===== config.mk =====
export PLATFORM = sky130hd
export DESIGN_NAME = parity_gen
export DESIGN_NICKNAME = d
export VERILOG_FILES = /design/src/rtl/parity_gen.sv
export SDC_FILE = /design/constraint.sdc
export NUM_CORES = 1
export LEC_CHECK = 0
export BUFFER_PORTS_ARGS = -buffer_cell sky130_fd_sc_hd__clkbuf_2
export CAP_MARGIN = 20
export CORE_MARGIN = 8
export CORE_UTILIZATION = 52
export CTS_CLUSTER_DIAMETER = 120
export DETAILED_ROUTE_END_ITERATION = 16
export PLACE_DENSITY = 0.76
export REMOVE_ABC_BUFFERS = 1
export SLEW_MARGIN = 10
export SYNTH_ARGS = -nofsm -noshare
export SYNTH_HDL_FRONTEND = slang
export SYNTH_SLANG_ARGS = --single-unit

===== constraint.sdc =====
create_clock -name clk -period 1.9 [get_ports clk]
set_clock_uncertainty 0.2 [all_clocks]
set_input_delay 0.19 -clock clk [delete_from_list [all_inputs] [get_ports clk]]
set_output_delay 0.19 -clock clk [all_outputs]
set_load 0.01 [all_outputs]

===== src/rtl/parity_gen.sv =====
// ============================================================================
// Module      : parity_gen
// Description : Appends an even/odd parity bit to each payload word and
//               delivers it through a two-entry (output + skid) buffer.
// Revision    : 1.0 - initial release
// ============================================================================
`default_nettype none

module parity_gen #(
    parameter int DATA_WIDTH = 8,
    parameter int PARITY_ODD = 0
) (
    input  logic                  clk,
    input  logic                  rst,
    input  logic [DATA_WIDTH-1:0] data_i,
    input  logic                  valid_i,
    output logic                  grant_o,
    output logic [DATA_WIDTH:0]   data_o,
    output logic                  valid_o,
    input  logic                  grant_i,
    output logic [15:0]           count_o
);

    localparam logic c_parity_odd = (PARITY_ODD != 0);

    typedef enum logic [1:0] {
        EMPTY = 2'd0,
        ONE   = 2'd1,
        TWO   = 2'd2
    } state_t;

    state_t                r_state;
    state_t                w_state_nxt;
    logic [DATA_WIDTH:0]   r_out_data;
    logic [DATA_WIDTH:0]   r_skid_data;
    logic [15:0]           r_count;

    logic                  w_in_xfer;
    logic                  w_out_xfer;
    logic                  w_load_out;
    logic                  w_load_skid;
    logic                  w_skid_to_out;
    logic [DATA_WIDTH:0]   w_word;

    // Handshake outputs depend only on the state register.
    assign grant_o    = (r_state != TWO);
    assign valid_o    = (r_state != EMPTY);
    assign data_o     = r_out_data;
    assign count_o    = r_count;

    assign w_in_xfer  = valid_i & grant_o;
    assign w_out_xfer = valid_o & grant_i;
    assign w_word     = {(^data_i) ^ c_parity_odd, data_i};

    always_ff @(posedge clk or posedge rst) begin
        if (rst) begin
            r_state <= EMPTY;
        end else begin
            r_state <= w_state_nxt;
        end
    end

    always_comb begin
        w_state_nxt   = r_state;
        w_load_out    = 1'b0;
        w_load_skid   = 1'b0;
        w_skid_to_out = 1'b0;
        case (r_state)
            EMPTY: begin
                if (w_in_xfer) begin
                    w_load_out  = 1'b1;
                    w_state_nxt = ONE;
                end
            end
            ONE: begin
                if (w_in_xfer && w_out_xfer) begin
                    w_load_out  = 1'b1;
                end else if (w_in_xfer) begin
                    w_load_skid = 1'b1;
                    w_state_nxt = TWO;
                end else if (w_out_xfer) begin
                    w_state_nxt = EMPTY;
                end
            end
            TWO: begin
                if (w_out_xfer) begin
                    w_skid_to_out = 1'b1;
                    w_state_nxt   = ONE;
                end
            end
            default: begin
                w_state_nxt = EMPTY;
            end
        endcase
    end

    always_ff @(posedge clk or posedge rst) begin
        if (rst) begin
            r_out_data  <= '0;
            r_skid_data <= '0;
        end else begin
            if (w_load_out) begin
                r_out_data <= w_word;
            end else if (w_skid_to_out) begin
                r_out_data <= r_skid_data;
            end
            if (w_load_skid) begin
                r_skid_data <= w_word;
            end
        end
    end

    always_ff @(posedge clk or posedge rst) begin
        if (rst) begin
            r_count <= 16'd0;
        end else if (w_out_xfer) begin
            r_count <= r_count + 16'd1;
        end
    end

endmodule

`default_nettype wire


# Yosys cells after proc, flatten, opt, wreduce, memory -nomap -nowiden
# Cells that the tools add are included.
# op_classes
add_sub_neg	1
div_mod_pow	0
n_bitwise	2
reduce_logical	6
n_eq_ne	7
multipliers	0
n_mux	15
magnitude_cmp	0
n_shift	0
# op_table
operator	n
2-to-1 mux 9 bit	2
adder 16 x 1 -> 16 bit (second input constant)	1
2-to-1 mux 2 bit	5
!= test 2 bit (second input constant)	4
XOR reduction 8 bit	1
2-to-1 mux 1 bit	6
one-hot mux 2 bit (3 select lines)	1
AND reduction 4 bit	1
nonzero test 2 bit	2
!= test 3 bit (second input constant)	1
AND 1 bit	2
equality test 2 x 1 -> 1 bit (second input constant)	1
equality test 2 bit (second input constant)	1
logical NOT 2 bit	1
one-hot mux 1 bit (2 select lines)	1
logical AND 1 bit	1
# word_totals
romBits	0
mem_bits_rw	0
latch_bits	0
mem_count	0
reg_bits	36

# Longest topological paths before layout
# Gate-level depths: netlist of the first run.
# logic_depth
ltp_word	6
mapped_depth	5
ltp_nobuf	4

# Least setup slack after synthesis of the first run
# Ideal clock, no wire load.
# synth_timing
path_kind	register -> register
from	register r_state[1]
to	register r_skid_data[0]
period_less_slack_ns	1.624
t_required_ns	1.575
arrival_time_ns	1.299
setup_ns	0.125
stages_incl_launch_ff	4
path_slack_ns	0.276
path_cell_list	dfrtp_1 -> or2b_2 -> nor2_8 -> mux2_2
# synth_between
elab_chain_cells	5
# synth_lines
element	line_no	rtl
start: declaration	32	state_t r_state;
start signal: assignment	59	r_state <= w_state_nxt;
!= test 2 bit or nonzero test 2 bit (tied branches)	46, 47	
AND 1 bit, on equally long branches	51, 52	
2-to-1 mux 1 bit or logical AND 1 bit (tied branches)	78, 76	
2-to-1 mux 1 bit	76	if (w_in_xfer && w_out_xfer) begin
2-to-1 mux 1 bit (*)	68	case (r_state)
end signal: assignment	108	r_skid_data <= w_word;
end: declaration	35	logic [DATA_WIDTH:0] r_skid_data;
# Mark *: on every way between the ends. The rest lies on a longest branch, timed or not.
# A chain may end at the register's enable or synchronous reset.

# Final worst setup path of the first run
# layout_timing
from	input port valid_i
to	register r_out_data[8] (netlist: data_o[8])
# layout_between
elab_chain_cells	5
# layout_lines
element	line_no	rtl
start: declaration	16	input logic valid_i,
AND 1 bit (*)	51	assign w_in_xfer = valid_i & grant_o;
logical AND 1 bit	76	
2-to-1 mux 1 bit	76	
one-hot mux 1 bit (2 select lines) (*)	68	
2-to-1 mux 9 bit or nonzero test 2 bit (tied branches)	-	
end signal: assignment	103	r_out_data <= w_word;
end signal: assignment	105	r_out_data <= r_skid_data;
end: declaration	34	logic [DATA_WIDTH:0] r_out_data;
# Marks and branches as above.

==> impl_metrics.toml, run 1 <==
[clock_network]
insertion_delay_ps = 340
clock_sinks = 36
cts_tree = "built"
clkTransAtPathRegs_ps = 100
cts_max_level = 2
cts_buffers = 5
post_cts_buffers = 0
root_buffer = "clkbuf_4"
clock_path_buffers = 2

[worst_setup_path]
startpoint_type = "input port"
cp.required_ps = 1970
r2r_cells = 3
crit_slowest_cell = "dlygate4sd3_1"
crit_path_max_incr_delay_ps = 520
path_class = "in -> reg"
end_kind = "flip-flop"
critical_path.max_fanout = 17
r2r_start = "r_state[1]"
rrSetupSlack_ps = 170
arrival_ps = 1820
r2r-end = "data_o[8]"
path_cells = "dlygate4sd3_1 > clkbuf_2 > or2b_2 > a21oi_4 > mux2i_1"

[die]
ios = 39
fp.dieW_um = 72.6
die_area_sq_um = 5270
start_util_pct = 54.5
die_h_um = 72.6
rows = 20
coreArea_sq_um = 3050

[logic_synthesis]
postSynthCellCount = 137
ys_warn_count = 0
synth_seq_cells = 36
yosys.area.top_type = "dfrtp_1"
avgSynthCellArea_sq_um = 12.2
synth.area.top_cells = "dfrtp_1, xnor2_1, mux2_2"
synth_top_area_share_pct = 54.1
synth_area_sq_um = 1670
ys_seq_area_share_pct = 54.1
synth.distinct_cells = 30

[routing]
initialDrtViolationCount = 62
drc = 0
drt-vias-per-instance = 4.99
via_count = 1172
dr.pass1.iters = 2
antenna_left = 0
drt-total-wl_mm = 3.29
wl_per_cell_um = 14.0

[grt]
grt_max_degree = 37
antenna_found_initial = 0
track_usage_pct = 13.7
grt_pass1_vias = 1211
grt_pass1_wl_mm = 5.58
grt_overflow = 0

[finish]
drive_above_1_share_pct = 33.0
antenna_cells = 0
area_growth_pct = 23.5
nets = 203
final_cell_area_sq_um = 2060
fillCellCount = 249

[place]
dpl.hpwl_mm = 2.41
place_area_sq_um = 1900
gp_routability_congestion = 0.759
port_buffers = 38

[flow_run]
drv_cap = 0

[pwr]
power.total_w = 0.00241
p_leak_nw = 1.03
power.density_nw_per_um2 = 1170
peakVddDrop_mv = 0.712

[sta]
drv_slew = 0
max_slew.worst_pin.slew_ps = 454
max_freq_mhz = 572
fin_tns_setup_ps = 0
slew_headroom_pct = 69.8
hold_violations = 0
min_period_over_period_pct = 92.1
setup_violations = 0
rsz0062_at_grt = "false"
final_period_minus_worst_setup_slack_ps = 1750

[min_path]
hold_path.class = "in -> reg"
worst_hold_path.num_cells = 3
min_from = "grant_i"
hold_end = "r_state[0]"

[outcome]
status = "completed"
cell families after synthesis:
family	Yosys count	share of synthesized area (%)
AO/OA/AOI/OAI	15	5.86
XOR/XNOR	22	11.6
adder cells (fa/ha/maj)	1	0.751
buffers and inverters	6	1.88
flip-flops	36	54.1
multiplexers	19	12.1
AND/OR/NAND/NOR	38	13.7
routing by layer:
layer / vias up / GRT usage (%) / routed length [um]
met5: - / 0 / 0
met1: 561 / 15.7 / 1440
met3: 9 / 5.63 / 193
met2: 27 / 21.5 / 1590
met4: 0 / 6.44 / 73
li1: 575 / - / -
flip-flops by register name, indices dropped and copies added, names as in the netlist:
register     flops
r_state          2
r_skid_data      9
data_o           9
count_o         16
cell type report:
class	instances	area, sq um	share of cell area (%)
multi-input cells	95	733	35.6
repair buffers	49	298	14.5
flip-flops and latches	36	901	43.8
inverters	3	11.3	0.547
well taps	44	55.1	2.68
clock buffers	8	58.8	2.86
worst max-delay path by stage:
stage / to / start / depth (start not counted) / slack (ps)
after floorplan: r_skid_data[0] / r_state[1] / 3 / 280
after global placement: r_skid_data[5] / r_state[1] / 3 / 230
after detailed placement: data_o[4] / r_state[1] / 3 / 170
after CTS: data_o[8] / r_state[1] / 3 / 160
after global routing: data_o[4] / valid_i / 5 / 50
final: data_o[8] / valid_i / 5 / 150
per-stage QoR:
| step | hold slack (ps) | instances | utilization [%] | setup WS (ps) |
|---|---|---|---|---|
| global placement | 88.8 | 217 | 62.2 | 233 |
| global route | 61.4 | 235 | 67.4 | 52.7 |
| floorplan | 107 | 134 | - | 276 |
| detailed placement | 97.9 | 217 | 62.2 | 166 |
| CTS | 31.7 | 235 | 67.4 | 160 |
| finish | 55.2 | 235 | 67.4 | 150 |
synth_stat cells:
master	instances
dfrtp_1	36
xnor2_1	19
nand2_1	13
mux2i_1	10
mux2_2	9
o21ai_0	8
nand3_1	5
nand4_1	4
nor2_1	4
inv_1	3
xor2_1	3
a21oi_1	2
and2_1	2
buf_4	2
o22ai_1	2
a21boi_0	1
a21oi_4	1
and3_2	1
and4_2	1
clkbuf_2	1
ha_1	1
nand2b_4	1
nand4_2	1
nor2_8	1
nor3_2	1
o2111a_1	1
or2_1	1
or2_2	1
or2b_1	1
or2b_2	1
critical path: cells and delay by family:
family          cells  cell delay [ps]
buf+inv             2              640
mux                 1              230
compound gates      1              370
simple gates        1              380
timing repair:
| action | 4_1_cts | 5_1_grt |
|---|---|---|
| hold buffers | 10 | 0 |
| resized for setup | 0 | 0 |
| endpoints found under the setup margin | 0 | 0 |
| hold endpoints to repair | 53 | 0 |
power by group:
part	internal [W]	switching [W]	total, W
logic	0.000387	0.000365	0.000752
clock network	0.000183	0.000244	0.000427
registers	0.00102	0.000211	0.00123
total	0.00159	0.000819	0.00241
placed cells by master, fill, tap and decap left out, drive strengths merged:
cell type     n
a21boi        1
a21oi         3
and2          2
and3          1
and4          1
buf           1
clkbuf       46
dfrtp        36
dlygate4sd3  10
ha            1
inv           3
mux2          9
mux2i        10
nand2        13
nand2b        1
nand3         5
nand4         5
nor2          5
nor3          1
o2111a        1
o21ai         8
o22ai         2
or2           2
or2b          2
xnor2        19
xor2          3
(Power assumes the default switching activity.)
==> run 2, diff against run 1 <==
--- a/config.mk
+++ b/config.mk
@@ -5,13 +5,13 @@
 export SDC_FILE = /design/constraint.sdc
 export NUM_CORES = 1
 export LEC_CHECK = 0
-export BUFFER_PORTS_ARGS = -buffer_cell sky130_fd_sc_hd__clkbuf_2
 export CAP_MARGIN = 20
 export CORE_MARGIN = 8
-export CORE_UTILIZATION = 52
+export CORE_UTILIZATION = 60
 export CTS_CLUSTER_DIAMETER = 120
 export DETAILED_ROUTE_END_ITERATION = 16
-export PLACE_DENSITY = 0.76
+export DONT_BUFFER_PORTS = 1
+export PLACE_DENSITY = 0.74
 export REMOVE_ABC_BUFFERS = 1
 export SLEW_MARGIN = 10
 export SYNTH_ARGS = -nofsm -noshare
==> run 2 against run 1 <==
Clock power decreased by 15%. Global-route usage grew 1.9 points. Worst setup slack is essentially flat. Die area fell by 10%. Routed wire length shrank 2.2%. Sequential share of layout area up 4.5 points. Sequential cell count stayed put. Core utilization increased by 2.1 points. First-iteration DRC count is 27% lower.
==> impl_metrics.toml, run 2 (synthesized netlist as in run 1, its figures left out) <==
[sta]
max_slew.worst_pin.slew_ps = 438
hold_violations = 0
min_period_over_period_pct = 92.1
setup_violations = 0
drv_slew = 0
rsz0062_at_grt = "false"
fin_tns_setup_ps = 0
final_period_minus_worst_setup_slack_ps = 1750
slew_headroom_pct = 70.8
max_freq_mhz = 572

[finish]
regArea_sq_um = 901
area_growth_pct = 12.0
largest_reg_flops = 16
antenna_cells = 0
layout_commonest_cell = "dfrtp_1"
fillCellCount = 207
instances_no_fill = 186
nets = 168
drive_above_1_share_pct = 16.8
final_cell_mix = "dfrtp_1, xnor2_1, nand2_1"
multi_input_area_sq_um = 733

[routing]
dr.pass1.iters = 4
initialDrtViolationCount = 45
drc = 0
drt-total-wl_mm = 3.22
antenna_left = 0
drt-vias-per-instance = 5.80
via_count = 1078
wl_per_cell_um = 17.3

[pwr]
swShare_pct = 34.5
p_leak_nw = 0.875
p_seq_share_pct = 58.9
peakVddDrop_mv = 0.907
power.density_nw_per_um2 = 1190
internal_power_w = 0.00145
p_switching_w = 0.000764
power.share.clock_pct = 16.3
p_comb_share_pct = 24.8

[die]
die_h_um = 68.7
start_util_pct = 62.0
rows = 19
die_area_sq_um = 4720
fp.dieW_um = 68.7
coreArea_sq_um = 2690
ios = 39

[grt]
grt_max_degree = 37
antenna_found_initial = 0
gr-max-usage-layer = "met2"
grt_overflow = 0
grtUsageMet3_pct = 8.08
track_usage_pct = 15.6
grt_pass1_wl_mm = 5.38
grt_pass1_vias = 1155
gr-usage-met1_pct = 16.9
use_met2_pct = 25.2

[clock_network]
root_buffer = "clkbuf_4"
cts_tree = "built"
clkTransAtPathRegs_ps = 100
clock_path_buffers = 2
cts_max_level = 2
clock_sinks = 36
post_cts_buffers = 0
insertion_delay_ps = 330
cts_resized = 0
cts_buffers = 5

[worst_setup_path]
startpoint_type = "flip-flop"
path_class = "reg -> reg"
end_kind = "flip-flop"
arrival_ps = 1740
r2r_cells = 3
critical_path.max_fanout = 17
cp.required_ps = 1890

[place]
port_buffers = 0
dp.cells = 167
dpl.hpwl_mm = 2.34
gp_routability_congestion = 0.744

[min_path]
hold_path.class = "in -> reg"
worst_hold_path.num_cells = 3

[outcome]
status = "completed"

[flow_run]
drv_cap = 0
-- run 2: cell count changes in the layout (fill, tap and decap cells not counted) --
| cell | before | now |
|---|---|---|
| clkbuf_2 | 38 | 0 |
| dlygate4sd3_1 | 10 | 12 |
| buf_4 | 1 | 2 |
| clkbuf_1 | 2 | 1 |
| clkbuf_8 | 1 | 0 |
| clkinv_2 | 0 | 1 |
-- run 2: per-layer routing --
metal | vias to the layer above | share of wire (%)
li1 | 509 | -
met1 | 530 | 40
met2 | 35 | 50
met3 | 4 | 8.4
met4 | 0 | 1.4
met5 | - | 0
-- run 2: final timing paths --
kind | from | slack (ps) | end
worst max-delay path | r_state[1] | 150 | data_o[6]
worst min-delay path | grant_i | 40 | count_o[4]
worst max register to register | r_state[1] | 150 | data_o[6]
worst min register to register | r_skid_data[5] | 320 | r_skid_data[5]
max in group asynchronous | rst | 960 | count_o[5]
min in group asynchronous | rst | 220 | count_o[6]
-- run 2: critical path, stage by stage, from the launching register on --
cell and delay, ps:
dfrtp_1 470, or2b_2 410, a21oi_4 360, o21ai_0 170
-- run 2: layout make-up --
cell class / instances / share of cell area (%)
multi-input cells: 95 / 39.3
flip-flops and latches: 36 / 48.3
inverters: 3 / 0.604
clock inverters: 1 / 0.268
clock buffers: 6 / 2.21
well taps: 31 / 2.08
repair buffers: 14 / 7.24
-- run 2: through the flow --
stage,setup slack [ps],instance area [sq um],total power (W),hold slack [ps],utilization (%)
floorplan,276,1650,0.00170,107,-
global placement,232,1700,0.00182,4.05,63.3
detailed placement,157,1700,0.00187,11.8,63.3
CTS,136,1860,0.00226,8.66,69.1
global route,66.2,1870,0.00239,14.9,69.4
finish,151,1870,0.00222,37.7,69.4
-- run 2: power groups by stage --
stage	clock [W]	sequential (W)	combinational [W]
6_report	0.000362	0.00131	0.000550
3_3_place_gp	0	0.00131	0.000506
4_1_cts	0.000384	0.00131	0.000561
5_1_grt	0.000420	0.00135	0.000612
2_1_floorplan	0	0.00127	0.000426
3_5_place_dp	0	0.00133	0.000538
-- run 2: what timing repair did --
action,CTS,global route
endpoints found under the hold margin,55,1
setup endpoints to repair,0,0
hold buffers,11,1
==> run 3, diff against run 2 <==
--- a/config.mk
+++ b/config.mk
@@ -5,13 +5,14 @@
 export SDC_FILE = /design/constraint.sdc
 export NUM_CORES = 1
 export LEC_CHECK = 0
-export CAP_MARGIN = 20
+export CAP_MARGIN = 25
 export CORE_MARGIN = 8
 export CORE_UTILIZATION = 60
 export CTS_CLUSTER_DIAMETER = 120
 export DETAILED_ROUTE_END_ITERATION = 16
 export DONT_BUFFER_PORTS = 1
 export PLACE_DENSITY = 0.74
+export RECOVER_POWER = 25
 export REMOVE_ABC_BUFFERS = 1
 export SLEW_MARGIN = 10
 export SYNTH_ARGS = -nofsm -noshare
==> constraint.sdc (replaced) <==
create_clock -name clk -period 2.2 [get_ports clk]
set_clock_uncertainty 0.2 [all_clocks]
set_input_delay 0.22 -clock clk [delete_from_list [all_inputs] [get_ports clk]]
set_output_delay 0.22 -clock clk [all_outputs]
set_load 0.01 [all_outputs]
==> run 3 against run 2 <==
Critical path depth unchanged. Power down 11%. Hold slack worse by 5.8 ps. Critical path type unchanged. Worst setup slack better by 310 ps. Fmax up 0.56%. Critical endpoint is now r_skid_data[2]. Largest power group unchanged.
==> impl_metrics.toml, run 3 (synthesized netlist as in run 1, its figures left out) <==
[outcome]
status = "completed"

[min_path]
hold_end = "r_state[1]"
worst_hold_path.num_cells = 2
min_from = "grant_i"
hold_path.class = "in -> reg"

[grt]
grt_max_degree = 37
antenna_found_initial = 0
grt_overflow = 0
grt_pass1_wl_mm = 5.22
grt_pass1_vias = 1120
track_usage_pct = 14.9

[clock_network]
clock_path_buffers = 2
clkTransAtPathRegs_ps = 100
clock_sinks = 36
insertion_delay_ps = 330
cts_buffers = 5
cts_max_level = 2
cts_resized = 0
cts_tree = "built"
post_cts_buffers = 0
root_buffer = "clkbuf_4"

[sta]
min_period_over_period_pct = 79.1
rsz0062_at_grt = "false"
drv_slew = 0
slew_headroom_pct = 41.4
max_slew.worst_pin.slew_ps = 879
fin_tns_setup_ps = 0
final_period_minus_worst_setup_slack_ps = 1740
max_freq_mhz = 575
setup_violations = 0
hold_violations = 0

[worst_setup_path]
path_class = "reg -> reg"
crit_family = "simple AND/OR/NAND/NOR gates"
arrival_ps = 1760
r2r_start = "r_state[1]"
r2r_cells = 3
startpoint_type = "flip-flop"
end_kind = "flip-flop"
crit_path_max_incr_delay_ps = 470
r2r-end = "r_skid_data[2]"
rrSetupSlack_ps = 460
critical_path_buf_inv_count = 0
cp.required_ps = 2220
crit_slowest_cell = "dfrtp_1"
path_cells = "or2b_2 > nor2_8 > mux2_2"
critical_path.max_fanout = 10

[place]
gp_routability_congestion = 0.741
dp.cells = 166
dpl.hpwl_mm = 2.27
port_buffers = 0

[routing]
wl_per_cell_um = 17.2
drc = 0
antenna_left = 0
drt-total-wl_mm = 3.16
via_count = 1038
drt-vias-per-instance = 5.64
dr.pass1.iters = 4
initialDrtViolationCount = 38

[die]
ios = 39
die_area_sq_um = 4720
start_util_pct = 62.0
fp.dieW_um = 68.7
coreArea_sq_um = 2690
die_h_um = 68.7
rows = 19

[pwr]
power.share.clock_pct = 19.4
p_seq_share_pct = 58.2
p_switching_w = 0.000661
peakVddDrop_mv = 0.822
power.density_nw_per_um2 = 1050
p_leak_nw = 0.874
p_comb_share_pct = 22.4
swShare_pct = 33.6
internal_power_w = 0.00130

[finish]
nets = 166
antenna_cells = 0
final_cell_mix = "dfrtp_1, xnor2_1, nand2_1"
fillCellCount = 213
area_growth_pct = 11.9
instances_no_fill = 184
layout_commonest_cell = "dfrtp_1"
drive_above_1_share_pct = 17.0
largest_reg_flops = 16

[flow_run]
drv_cap = 0
-- run 3: layout make-up --
type,instances,area [sq um],area share (%)
Tap cell,31,38.8,2.08
Multi-Input combinational cell,95,733,39.3
Sequential cell,36,901,48.3
Inverter,3,11.3,0.604
Clock buffer,7,65.1,3.49
Timing Repair Buffer,12,115,6.17
-- run 3: worst max path at each step --
stage / slack [ps] / end / cells past startpoint / from
2_1_floorplan: 580 / r_skid_data[0] / 3 / r_state[1]
3_3_place_gp: 530 / r_skid_data[5] / 3 / r_state[1]
3_5_place_dp: 470 / data_o[1] / 3 / r_state[1]
4_1_cts: 450 / data_o[1] / 3 / r_state[1]
5_1_grt: 380 / count_o[15] / 4 / count_o[5]
6_report: 460 / r_skid_data[2] / 3 / r_state[1]
-- run 3: metrics by stage --
| step | worst slack (ps) | total power, W | area, sq um | utilization [%] | hold WS [ps] |
|---|---|---|---|---|---|
| 5_1_grt | 377 | 0.00211 | 1860 | 69.4 | 40.2 |
| 3_5_place_dp | 470 | 0.00159 | 1690 | 63.0 | 42.4 |
| 2_1_floorplan | 576 | 0.00147 | 1650 | - | 137 |
| 6_report | 461 | 0.00196 | 1860 | 69.4 | 31.9 |
| 4_1_cts | 451 | 0.00200 | 1870 | 69.5 | 14.3 |
| 3_3_place_gp | 532 | 0.00156 | 1690 | 63.0 | 35.8 |
-- run 3: power by group through the flow --
stage	clock (W)	combinational, W	sequential [W]
2_1_floorplan	0	0.000368	0.00110
3_3_place_gp	0	0.000404	0.00115
3_5_place_dp	0	0.000428	0.00117
4_1_cts	0.000398	0.000450	0.00115
5_1_grt	0.000424	0.000493	0.00119
6_report	0.000381	0.000440	0.00114
-- run 3: routing by layer --
layer / track usage, % / vias up / part of all wire [%]
met2: 23.9 / 30 / 49
met4: 5.37 / 0 / 1.5
met3: 7.43 / 5 / 9.2
met5: 0 / - / 0
met1: 16.8 / 502 / 40
li1: - / 501 / -
-- run 3: what timing repair did --
action,4_1_cts,5_1_grt
hold buffers,11,0
endpoints found under the hold margin,53,0
setup endpoints to repair,0,0
